<file path="src/rtl/tanh_grad_pipe_if.sv">
// rtl/tanh_grad_pipe_if.sv - stream and status signals of the tanh gradient pipe
// slave modport is the pipe itself; master modport is the driving side.
interface tanh_grad_pipe_if #(
  parameter int W     = 16,
  parameter int CNT_W = 8
);
  logic             s_valid;
  logic             s_ready;
  logic [W-1:0]     s_y;
  logic [W-1:0]     s_g;
  logic             m_valid;
  logic             m_ready;
  logic [W-1:0]     m_dx;
  logic             m_oor;
  logic [CNT_W-1:0] oor_cnt;

  modport slave (
    input  s_valid, s_y, s_g, m_ready,
    output s_ready, m_valid, m_dx, m_oor, oor_cnt
  );

  modport master (
    output s_valid, s_y, s_g, m_ready,
    input  s_ready, m_valid, m_dx, m_oor, oor_cnt
  );
endinterface

</file>
<file path="src/rtl/tanh_grad_pipe.sv">
// rtl/tanh_grad_pipe.sv - 2-stage pipe computing dx = g*(1-y*y), signed Q6.9
// TANH_GRAD_ROUND_EN selects round-half-up shifts instead of truncation.
module tanh_grad_pipe #(
  parameter int W     = 16,
  parameter int FRAC  = 9,
  parameter int CNT_W = 8
) (
  input  logic               clk_i,
  input  logic               rst_i,
  tanh_grad_pipe_if.slave    bus
);
  localparam int SQW = 2 * W;
  localparam logic [FRAC:0]            ONE    = {1'b1, {FRAC{1'b0}}};
  localparam logic signed [W-1:0]      ONE_W  = W'(ONE);
  localparam logic signed [W-1:0]      NONE_W = -ONE_W;
  localparam logic [SQW-1:0]           ONE_SQ = SQW'(ONE);
  localparam int                       HALF_I = 1 << (FRAC - 1);
  localparam logic signed [SQW-1:0]    HALF   = SQW'(HALF_I);

  logic             adv1, adv2, s_fire;
  logic             v1_q, v1_d, v2_q, v2_d;
  logic [FRAC:0]    d1_q, d1_d;
  logic [W-1:0]     g1_q, g1_d;
  logic             oor1_q, oor1_d;
  logic [W-1:0]     dx2_q, dx2_d;
  logic             oor2_q, oor2_d;
  logic [CNT_W-1:0] cnt_q, cnt_d;

  logic signed [SQW-1:0] y_ext, sq, sq_r;
  logic        [SQW-1:0] y2;
  logic signed [SQW-1:0] g_ext, d_ext, p, p_r;
  logic                  oor_now;
  logic [FRAC:0]         d_now;

  assign adv2        = !v2_q || bus.m_ready;
  assign adv1        = !v1_q || adv2;
  assign s_fire      = bus.s_valid && adv1;
  assign bus.s_ready = adv1;
  assign bus.m_valid = v2_q;
  assign bus.m_dx    = dx2_q;
  assign bus.m_oor   = oor2_q;
  assign bus.oor_cnt = cnt_q;

  // Stage 1 arithmetic: 1 - y^2, clamped to zero once y^2 reaches ONE
  always_comb begin
    y_ext   = {{W{bus.s_y[W-1]}}, bus.s_y};
    sq      = y_ext * y_ext;
`ifdef TANH_GRAD_ROUND_EN
    sq_r    = sq + HALF;
`else
    sq_r    = sq;
`endif
    y2      = $unsigned(sq_r >>> FRAC);
    oor_now = ($signed(bus.s_y) > ONE_W) || ($signed(bus.s_y) < NONE_W);
    d_now   = (y2 >= ONE_SQ) ? '0 : (ONE - y2[FRAC:0]);
  end

  // Stage 2 arithmetic: d is non-negative, so it is zero-extended before the multiply
  always_comb begin
    g_ext = {{W{g1_q[W-1]}}, g1_q};
    d_ext = {{(SQW-FRAC-1){1'b0}}, d1_q};
    p     = g_ext * d_ext;
`ifdef TANH_GRAD_ROUND_EN
    p_r   = p + HALF;
`else
    p_r   = p;
`endif
  end

  always_comb begin
    v1_d   = v1_q;
    d1_d   = d1_q;
    g1_d   = g1_q;
    oor1_d = oor1_q;
    v2_d   = v2_q;
    dx2_d  = dx2_q;
    oor2_d = oor2_q;
    cnt_d  = cnt_q;
    if (adv1) begin
      v1_d = bus.s_valid;
    end
    if (s_fire) begin
      d1_d   = d_now;
      g1_d   = bus.s_g;
      oor1_d = oor_now;
      if (oor_now && (cnt_q != {CNT_W{1'b1}})) begin
        cnt_d = cnt_q + 1'b1;
      end
    end
    if (adv2) begin
      v2_d = v1_q;
      if (v1_q) begin
        dx2_d  = W'(p_r >>> FRAC);
        oor2_d = oor1_q;
      end
    end
  end

  always_ff @(posedge clk_i or posedge rst_i) begin
    if (rst_i) begin
      v1_q   <= 1'b0;
      d1_q   <= '0;
      g1_q   <= '0;
      oor1_q <= 1'b0;
      v2_q   <= 1'b0;
      dx2_q  <= '0;
      oor2_q <= 1'b0;
      cnt_q  <= '0;
    end else begin
      v1_q   <= v1_d;
      d1_q   <= d1_d;
      g1_q   <= g1_d;
      oor1_q <= oor1_d;
      v2_q   <= v2_d;
      dx2_q  <= dx2_d;
      oor2_q <= oor2_d;
      cnt_q  <= cnt_d;
    end
  end
endmodule

</file>
<file path="src/flat_wrapper.sv">
// flat-port wrapper written by rule: the top's interface ports become plain ports
module tanh_grad_pipe_flat 
#(
  parameter int W     = 16,
  parameter int FRAC  = 9,
  parameter int CNT_W = 8
)
  (clk_i, rst_i, bus_s_valid, bus_s_y, bus_s_g, bus_m_ready, bus_s_ready, bus_m_valid, bus_m_dx, bus_m_oor, bus_oor_cnt);
  tanh_grad_pipe_if #(.W(W), .CNT_W(CNT_W)) bus_i ();
  input  logic clk_i;
  input  logic rst_i;
  input wire logic [$bits(bus_i.s_valid)-1:0] bus_s_valid;
  input wire logic [$bits(bus_i.s_y)-1:0] bus_s_y;
  input wire logic [$bits(bus_i.s_g)-1:0] bus_s_g;
  input wire logic [$bits(bus_i.m_ready)-1:0] bus_m_ready;
  output wire logic [$bits(bus_i.s_ready)-1:0] bus_s_ready;
  output wire logic [$bits(bus_i.m_valid)-1:0] bus_m_valid;
  output wire logic [$bits(bus_i.m_dx)-1:0] bus_m_dx;
  output wire logic [$bits(bus_i.m_oor)-1:0] bus_m_oor;
  output wire logic [$bits(bus_i.oor_cnt)-1:0] bus_oor_cnt;
  assign bus_i.s_valid = bus_s_valid;
  assign bus_i.s_y = bus_s_y;
  assign bus_i.s_g = bus_s_g;
  assign bus_i.m_ready = bus_m_ready;
  assign bus_s_ready = bus_i.s_ready;
  assign bus_m_valid = bus_i.m_valid;
  assign bus_m_dx = bus_i.m_dx;
  assign bus_m_oor = bus_i.m_oor;
  assign bus_oor_cnt = bus_i.oor_cnt;
  tanh_grad_pipe #(.W(W), .FRAC(FRAC), .CNT_W(CNT_W)) u_core (.clk_i(clk_i), .rst_i(rst_i), .bus(bus_i));
endmodule
</file>
<file path="config.mk">
export PLATFORM = sky130hd
export DESIGN_NAME = tanh_grad_pipe_flat
export DESIGN_NICKNAME = d
export VERILOG_FILES = /design/src/rtl/tanh_grad_pipe_if.sv /design/src/rtl/tanh_grad_pipe.sv /design/src/flat_wrapper.sv
export SDC_FILE = /design/constraint.sdc
export NUM_CORES = 1
export LEC_CHECK = 0
export BUFFER_PORTS_ARGS = -buffer_cell sky130_fd_sc_hd__buf_2
export CAP_MARGIN = 20
export CORE_UTILIZATION = 65
export CTS_CLUSTER_SIZE = 8
export DETAILED_ROUTE_END_ITERATION = 16
export HOLD_SLACK_MARGIN = 0.08
export MAX_ROUTING_LAYER = met4
export PLACE_DENSITY_LB_ADDON = 0.25
export SKIP_CTS_REPAIR_TIMING = 1
export SYNTH_ARGS = -nofsm -noshare
export SYNTH_HDL_FRONTEND = slang
export SYNTH_SLANG_ARGS = --single-unit
</file>
<file path="constraint.sdc">
create_clock -name clk_i -period 15 [get_ports clk_i]
set_clock_uncertainty 0.2 [all_clocks]
set_input_delay 3 -clock clk_i [delete_from_list [all_inputs] [get_ports clk_i]]
set_output_delay 3 -clock clk_i [all_outputs]
set_load 0.01 [all_outputs]
</file>
==> out/results.tsv, run 1 <==
stage	metric	value	unit
run_status	outcome	finished clean	
sta	fmax	98.2	MHz
synthesis	netlist_instances	1806	
placed_design	dp_hpwl	30000	um
critical_path	slowest_delay	0.70	ns
sta	period_needed	10.18	ns
critical_path	crit_buf_inv	7	
sta	drv_slew	0	
critical_path	required	15.01	ns
floorplanning	die_w	163	um
placed_design	place.gp.congestion	0.904	
global_route	antenna_found_initial	0	
global_route	gr-usage-all-layers	30.2	%
synthesis	synth_top_area_cell	fa_1	
sta	tns	0	ns
synthesis	syn_area_per_cell	9.33	um^2
hold_path	hp-class	reg2reg	
hold_path	holdCritStartpoint	u_core.bus.m_dx[10]$_DFFE_PP0P_	
synthesis	synth-async-reset-ratio	100	%
drt	drc	0	
synthesis	syn_nets	2356	
drt	drtAntennaViolNets	0	
global_route	grt_max_degree	39	
drt	drt-total-wl	35900	um
global_route	grt_pass1_wl	60900	um
clock_tree	cts.clk_slew.worst_paths	0.08	ns
floorplanning	fp.dieH	163	um
critical_path	critical-path-top-delay-family	adder cells	
floorplanning	num_rows	58	
drt	wl_per_cell	16.8	um
floorplanning	core	25300	um^2
critical_path	ff2ff_path_depth	19	
sta	worstMarginPinSlew	1.04	ns
critical_path	critPathLaunch	bus_s_y[15]	
clock_tree	insertion_delay	0.31	ns
finish	layout-drive-gt1-share	6.84	%
drt	first_pass_iters	5	
synthesis	synth_edf_count	0	
floorplanning	dieArea	26600	um^2
synthesis	ys.flop_type	dfrtp_1	
finish	area_growth	3.88	%
sta	fin_crit_sh	67.9	%
critical_path	cp_num_cells	23	
critical_path	critPathMaxFanout	18	
drt	num_vias	11800	
clock_tree	clk_path_buf_depth	2	
drt	viasPerCell	5.51	
synthesis	yosysWarnings	0	
sta	hold_viol_final	0	
floorplanning	pin_count	63	
critical_path	r2r_setup_slack	8.36	ns
clock_tree	cts_tree	built	
floorplanning	initial_utilization	66.5	%
finish	nFillCells	1985	
global_route	grt_pass1_vias	12600	
finish	n_antenna_cell	0	
placed_design	io_buffer_count	62	
clock_tree	cts_buffers	5	
critical_path	slowest_stage	fa_1	
synthesis	seq_area_frac_synth	8.02	%
sta	max_slew_margin	30.6	%
critical_path	r2r_end	u_core.bus.m_dx[15]$_DFFE_PP0P_	
synthesis	syn-cell-area	16800	um^2
synthesis	synth_cell_types	78	
critical_path	arrival	10.20	ns
clock_tree	numClockSinks	54	
drt	drt_iter0_drc	643	
synthesis	synth.top_cell.area_share	44.3	%
clock_tree	cts_htree_levels	2	
sta	finalSetupViolCount	0	
critical_path	start_kind	input port	
critical_path	r2r-start	u_core.d1_q[5]$_DFFE_PP0P_	
finish	nets	2363	
job	maxCapViolCount	0	
critical_path	crit_type	in2reg	
sta	rsz0062_at_grt	no	
critical_path	path_cells	buf_2, inv_1, nor2_1, fa_1, inv_1, fa_1, inv_1, fa_1, fa_1, fa_1, inv_1, fa_1, inv_1, ha_1, a21o_1, a21o_1, nor3b_1, inv_1, o211a_1, or3_1, a221oi_2, nand4_4, o31ai_1	
synthesis	synth_most_common_cell	inv_1	
synthesis	yosys-top-cells-area	fa_1 (44%), ha_1 (10%), inv_1 (10%)	
synthesis	ys_ff_latch	54	
global_route	grt_overflow	0	
finish	multiInputGateArea	13500	um^2
critical_path	endpoint	u_core.d1_q[8]$_DFFE_PP0P_	
critical_path	cp-end-kind	flip-flop	
synthesis	yosys-top-cells-count	inv_1 (461), fa_1 (373), nand2_1 (192), ha_1 (141), and2_1 (132)	
clock_tree	cts_root_buf	clkbuf_16	
finish	regArea	1350	um^2
-- state kept, by name, summed over array words and instances (netlist names) --
name and flops:
u_core.v1_q 1, u_core.bus.m_valid 1, u_core.bus.m_oor 1, u_core.g1_q 16, u_core.oor1_q 1, u_core.d1_q 10
u_core.bus.m_dx 16, u_core.bus.oor_cnt 8
-- logic make-up (layout without fill, tap and decap cells) --
kind of cell | Yosys count | count (layout) | synth area share (%)
AO/OA/AOI/OAI | 166 | 166 | 7.33
multiplexers | 22 | 22 | 1.45
buffers and inverters | 527 | 535 | 11.8
flip-flops | 54 | 54 | 8.02
AND/OR/NAND/NOR | 463 | 463 | 13.4
XOR/XNOR | 60 | 60 | 3.12
adder cells (fa/ha/maj) | 514 | 514 | 54.8
-- placed cells by master (no fill, tap or decap), drive strengths merged, types with 35 or more instances in the layout --
cell,instances
dfrtp,54
nand2,192
and2,132
ha,141
xnor2,44
o21ai,36
nor2,64
fa,373
a21oi,35
inv,461
buf,65
-- tightest hold or removal path: stages (launching register included) --
cell     delay (ns)
dfrtp_1        0.34
nand2_1        0.04
o21ai_0        0.06
-- worst min path at each step --
stage,endpoint,slack (ns),cells past startpoint
floorplan,u_core.oor1_q$_DFFE_PP0P_,0.25,1
global placement,u_core.bus.m_dx[14]$_DFFE_PP0P_,0.26,2
detailed placement,u_core.bus.m_dx[14]$_DFFE_PP0P_,0.26,2
CTS,u_core.bus.m_dx[14]$_DFFE_PP0P_,0.28,2
global route,u_core.bus.m_dx[14]$_DFFE_PP0P_,0.31,2
finish,u_core.bus.m_dx[10]$_DFFE_PP0P_,0.28,2
-- cell type report --
| type | count | share of cell area (%) |
|---|---|---|
| clock buffers | 6 | 0.737 |
| flip-flops and latches | 54 | 7.72 |
| repair buffers | 65 | 1.89 |
| multi-input cells | 1225 | 77.2 |
| inverters | 462 | 9.91 |
| clock inverters | 2 | 0.215 |
| well taps | 330 | 2.36 |
-- per-layer routing --
layer	vias up	global-route usage [%]	wire length [um]	part of all wire, %
met3	55	2.32	1660	4.6
met4	0	7.90	783	2.2
li1	5424	-	-	-
met5	-	-	0	0
met1	5988	37.4	14900	42
met2	349	53.3	18600	52
-- per-stage QoR --
step / hold WS [ns] / worst slack (ns) / utilization, % / instance area, um^2 / instances
after global routing: 0.309 / 4.27 / 69.1 / 17500 / 2144
final: 0.278 / 4.82 / 69.1 / 17500 / 2144
after CTS: 0.280 / 4.79 / 69.1 / 17500 / 2143
after detailed placement: 0.262 / 4.47 / 68.4 / 17300 / 2135
after global placement: 0.258 / 4.71 / 68.4 / 17300 / 2135
after floorplan: 0.246 / 5.17 / - / 16800 / 1806
Power of run 1 is not shown: default switching activity piles up to over one toggle a cycle in this logic, so the estimate is an artifact.
==> run 2, diff against run 1 <==
- clock period: 15 -> 10.6 ns (I/O delays scaled with it)
==> run 2 against run 1 <==
Routed wire length fell by 0.37%. First-iteration DRC count shrank 17%. Setup slack worse by 3.5 ns. Register-to-register slack lost 4.4 ns. Hold slack got worse by 0.0048 ns. Final cell count did not move. Sequential cell count did not move. Cell area decreased by 0.12%. Utilization shrank 0.084 points. Die area unchanged. Largest cell class unchanged.
==> out/results.tsv, run 2 (synthesis results as in run 1) <==
stage	metric	value	unit	change
run_status	outcome	finished clean		
sta	period_needed	9.28	ns	
sta	tns	0	ns	unchanged
finish	final_common_cell	inv_1		
clock_tree	cts_buffers	5		unchanged
placed_design	place.gp.congestion	0.904		about the same
floorplanning	pin_count	63		unchanged
drt	drt_iter0_drc	533		-17%
sta	max_slew_margin	31.3	%	+0.73 points
clock_tree	cts_tree	built		
sta	fin_crit_sh	87.6	%	
finish	nets	2363		unchanged
drt	drtAntennaViolNets	0		unchanged
sta	finalSetupViolCount	0		unchanged
clock_tree	cts.clk_slew.worst_paths	0.08	ns	about the same
clock_tree	clk_path_buf_depth	2		unchanged
critical_path	arrival	9.30	ns	-0.90 ns
global_route	grt_overflow	0		unchanged
critical_path	required	10.62	ns	-4.39 ns
job	maxCapViolCount	0		unchanged
hold_path	hp-class	reg2reg		
floorplanning	die_w	163	um	unchanged
clock_tree	cts_htree_levels	2		unchanged
floorplanning	num_rows	58		unchanged
sta	layout_setup_ws	1.32	ns	-3.50 ns
critical_path	cp-end-kind	flip-flop		
floorplanning	initial_utilization	66.5	%	unchanged
critical_path	critPathMaxFanout	18		unchanged
floorplanning	fp.dieH	163	um	unchanged
placed_design	io_buffer_count	62		unchanged
finish	design_area	17500	um^2	-0.12%
finish	final_cell_mix	inv_1 (460), fa_1 (373), nand2_1 (192)		
placed_design	place_area	17300	um^2	unchanged
clock_tree	cts_root_buf	clkbuf_16		
drt	viasPerCell	5.47		-0.70%
sta	worstMarginPinSlew	1.03	ns	-0.0109 ns
global_route	grt_pass1_vias	12700		+1.2%
placed_design	dp_hpwl	30000	um	about the same
sta	hold_viol_final	0		unchanged
finish	area_growth	3.75	%	
clock_tree	numClockSinks	54		unchanged
global_route	grt_pass1_wl	60800	um	-0.11%
drt	drt-total-wl	35800	um	-0.37%
finish	n_antenna_cell	0		unchanged
placed_design	place_ws	0.955	ns	-3.51 ns
critical_path	crit_type	in2reg		
critical_path	r2r_setup_slack	3.98	ns	-4.38 ns
sta	fmax	108	MHz	
global_route	grt_max_degree	39		unchanged
critical_path	start_kind	input port		
drt	wl_per_cell	16.7	um	-0.37%
global_route	antenna_found_initial	0		unchanged
drt	first_pass_iters	5		unchanged
drt	drc	0		unchanged
finish	layout-drive-gt1-share	6.84	%	unchanged
drt	num_vias	11700		-0.70%
clock_tree	insertion_delay	0.31	ns	about the same
hold_path	hold_depth	2		unchanged
sta	rsz0062_at_grt	no		
floorplanning	core	25300	um^2	unchanged
sta	drv_slew	0		unchanged
critical_path	ff2ff_path_depth	19		unchanged
global_route	gr-usage-all-layers	29.9	%	-0.24 points
floorplanning	dieArea	26600	um^2	unchanged
## run 2: changes by cell type in the layout (fill, tap and decap cells not counted)
cell       delta
bufinv_16     -1
inv_6         +1
## run 2: layout make-up
| cell class | count | area (um^2) |
|---|---|---|
| Tap cell | 330 | 413 |
| Multi-Input combinational cell | 1225 | 13500 |
| Clock inverter | 2 | 16.3 |
| Fill cell | 1980 | 7850 |
| Sequential cell | 54 | 1350 |
| Inverter | 462 | 1730 |
| Clock buffer | 6 | 129 |
| Timing Repair Buffer | 65 | 330 |
## run 2: critical path: stages
cell and delay (ns):
buf_2 0.21, inv_1 0.46, nor2_1 0.15, fa_1 0.70, inv_1 0.14, fa_1 0.66, inv_1 0.24, fa_1 0.53
fa_1 0.40, fa_1 0.51, inv_1 0.05, fa_1 0.52, inv_1 0.04, ha_1 0.40, a21o_1 0.23, a21o_1 0.21
nor3b_1 0.20, inv_1 0.07, o211a_1 0.21, or3_1 0.33, a221oi_2 0.37, nand4_4 0.22, o31ai_1 0.29
## run 2: through the flow
step | cells | utilization [%] | hold slack, ns
2_1_floorplan | 1806 | - | 0.246
3_3_place_gp | 2135 | 68.4 | 0.258
3_5_place_dp | 2135 | 68.4 | 0.262
4_1_cts | 2143 | 69.0 | 0.278
5_1_grt | 2144 | 69.0 | 0.307
6_report | 2144 | 69.0 | 0.274
## run 2: final timing paths
path	start	to
setup reg to reg	u_core.d1_q[5]$_DFFE_PP0P_	u_core.bus.m_dx[15]$_DFFE_PP0P_
hold reg to reg	u_core.bus.m_dx[14]$_DFFE_PP0P_	u_core.bus.m_dx[14]$_DFFE_PP0P_
setup / recovery	bus_s_y[15]	u_core.d1_q[8]$_DFFE_PP0P_
min in group asynchronous	rst_i	u_core.bus.m_dx[1]$_DFFE_PP0P_
max in group asynchronous	rst_i	u_core.bus.m_dx[14]$_DFFE_PP0P_
hold / removal	u_core.bus.m_dx[14]$_DFFE_PP0P_	u_core.bus.m_dx[14]$_DFFE_PP0P_
## run 2: metal layers
layer / track usage [%] / vias to the layer above / wire length (um)
met5: - / - / 0
met4: 7.82 / 0 / 800
met1: 37.3 / 5952 / 15100
met2: 52.5 / 301 / 18400
li1: - / 5421 / -
met3: 2.57 / 59 / 1470
Power of run 2 is left out for the same reason.
==> run 3, diff against run 2 <==
- CORE_UTILIZATION: 65 -> 60
- clock period: 10.6 -> 7.47 ns (I/O delays scaled with it)
==> run 3 against run 2 <==
The run now ends with setup timing left. Global-route usage down 1.2 points. Sequential cell count did not move. Routed wire length grew 11%. First-iteration DRC count is 4.9% higher. Hold slack better by 0.0066 ns. Final cell count increased by 13%.
==> out/results.tsv, run 3 (synthesis results as in run 1) <==
stage	metric	value	unit	change
sta	max_slew_margin	33.9	%	+2.6 points
clock_tree	cts_buffers	5		unchanged
sta	rsz0062_at_grt	yes		
placed_design	dp_hpwl	32200	um	+7.6%
critical_path	critPathMaxFanout	10		-8
run_status	outcome	finished, violations left		
critical_path	cp-end-kind	flip-flop		
global_route	grt_max_degree	55		+41%
sta	fmax	133	MHz	
critical_path	start_kind	input port		
drt	drtAntennaViolNets	0		unchanged
floorplanning	dieArea	28700	um^2	+8.2%
critical_path	arrival	7.56	ns	-1.74 ns
clock_tree	cts_root_buf	clkbuf_16		
finish	nets	2609		+10%
drt	drc	0		unchanged
finish	area_growth	21.1	%	
drt	drt-total-wl	39700	um	+11%
clock_tree	insertion_delay	0.31	ns	about the same
sta	drv_slew	0		unchanged
drt	wl_per_cell	16.3	um	-2.2%
clock_tree	numClockSinks	54		unchanged
clock_tree	cts.clk_slew.worst_paths	0.08	ns	about the same
job	maxCapViolCount	0		unchanged
critical_path	required	7.49	ns	-3.13 ns
finish	layout-drive-gt1-share	25.7	%	+19 points
placed_design	io_buffer_count	62		unchanged
sta	finalSetupViolCount	8		+8
global_route	grt_pass1_vias	13500		+6.1%
global_route	grt_overflow	0		unchanged
sta	layout_setup_ws	-0.0689	ns	-1.39 ns
finish	final_common_cell	inv_1		
sta	hold_viol_final	0		unchanged
floorplanning	initial_utilization	61.8	%	-4.7 points
global_route	top_usage_layer	met2		
sta	period_needed	7.54	ns	
drt	drt_iter0_drc	559		+4.9%
floorplanning	pin_count	63		unchanged
finish	n_antenna_cell	0		unchanged
floorplanning	num_rows	60		+3.4%
hold_path	hp-class	reg2reg		
floorplanning	die_w	170	um	+4.0%
global_route	met2_usage	51.5	%	-1.0 points
global_route	grtUsageMet3	1.82	%	-0.75 points
clock_tree	clk_path_buf_depth	2		unchanged
floorplanning	core	27300	um^2	+7.6%
floorplanning	fp.dieH	170	um	+4.0%
finish	final_cell_mix	inv_1 (422), fa_1 (349), buf_4 (229)		
global_route	gr-usage-all-layers	28.7	%	-1.2 points
drt	num_vias	12800		+9.3%
global_route	gr-usage-met1	36.2	%	-1.1 points
sta	tns	-0.249	ns	-0.249 ns
run_status	violations	setup timing		
sta	worstMarginPinSlew	0.984	ns	-0.0438 ns
clock_tree	cts_htree_levels	2		unchanged
sta	fin_crit_sh	101	%	
clock_tree	cts_tree	built		
critical_path	crit_type	in2reg		
global_route	grt_pass1_wl	63800	um	+5.0%
finish	nFillCells	1861		-6.0%
drt	first_pass_iters	6		+1
placed_design	place.gp.congestion	0.975		+7.9%
global_route	antenna_found_initial	0		unchanged
drt	viasPerCell	5.27		-3.6%
==> run 3: changes by cell type in the layout (fill, tap and decap cells not counted), moves of 18 or more <==
cell and change:
buf_4 +227, fa_1 -24, fa_2 +24, ha_1 -20, ha_4 +18, inv_1 -38, inv_2 +33
==> run 3: worst paths after layout <==
check | startpoint | endpoint | slack, ns | cells past startpoint
setup / recovery | bus_s_y[1] | u_core.d1_q[8]$_DFFE_PP0P_ | -0.07 | 26
hold / removal | u_core.bus.m_dx[13]$_DFFE_PP0P_ | u_core.bus.m_dx[13]$_DFFE_PP0P_ | 0.28 | 2
setup reg to reg | u_core.d1_q[2]$_DFFE_PP0P_ | u_core.bus.m_dx[14]$_DFFE_PP0P_ | 1.04 | 19
hold reg to reg | u_core.bus.m_dx[13]$_DFFE_PP0P_ | u_core.bus.m_dx[13]$_DFFE_PP0P_ | 0.28 | 2
max in group asynchronous | rst_i | u_core.bus.m_dx[10]$_DFFE_PP0P_ | 5.42 | 3
min in group asynchronous | rst_i | u_core.g1_q[5]$_DFFE_PP0P_ | 1.17 | 3
==> run 3: final cells by class <==
cell class | count | area (um^2) | area share, %
Timing Repair Buffer | 310 | 2420 | 11.9
Sequential cell | 54 | 1350 | 6.62
Clock inverter | 3 | 28.8 | 0.141
Inverter | 462 | 1750 | 8.57
Tap cell | 372 | 465 | 2.28
Multi-Input combinational cell | 1226 | 14300 | 69.9
Clock buffer | 5 | 125 | 0.613
==> run 3: metrics by stage <==
stage               utilization [%]  area, um^2  instances  hold slack [ns]  worst slack (ns)
floorplan                         -       17000       1806            0.246            -0.215
global placement               70.0       19100       2389            0.260            -0.569
detailed placement             70.0       19100       2389            0.266            -0.691
CTS                            70.6       19200       2397            0.285            -0.379
global route                   74.9       20400       2432            0.298            -0.268
finish                         74.9       20400       2432            0.280           -0.0689
==> run 3: critical path, cell delays in order <==
cell       delay (ns)
buf_4            0.13
buf_12           0.13
and2_4           0.14
fa_1             0.47
inv_1            0.05
fa_2             0.52
inv_2            0.04
fa_2             0.52
inv_2            0.04
fa_2             0.45
fa_2             0.56
inv_2            0.04
fa_2             0.40
ha_4             0.29
buf_4            0.12
buf_6            0.13
nor2b_1          0.21
o2111ai_1        0.16
o21a_2           0.26
a211oi_2         0.24
buf_4            0.15
o21ai_1          0.08
a2111oi_4        0.31
buf_4            0.20
nand4_4          0.16
o31ai_2          0.26
==> run 3: routing by layer <==
layer  wire length, um  part of all wire, %
met1             16200                   41
met2             20800                   52
met3              1840                  4.6
met4               947                  2.4
met5                 0                    0
Power of run 3 is left out for the same reason.
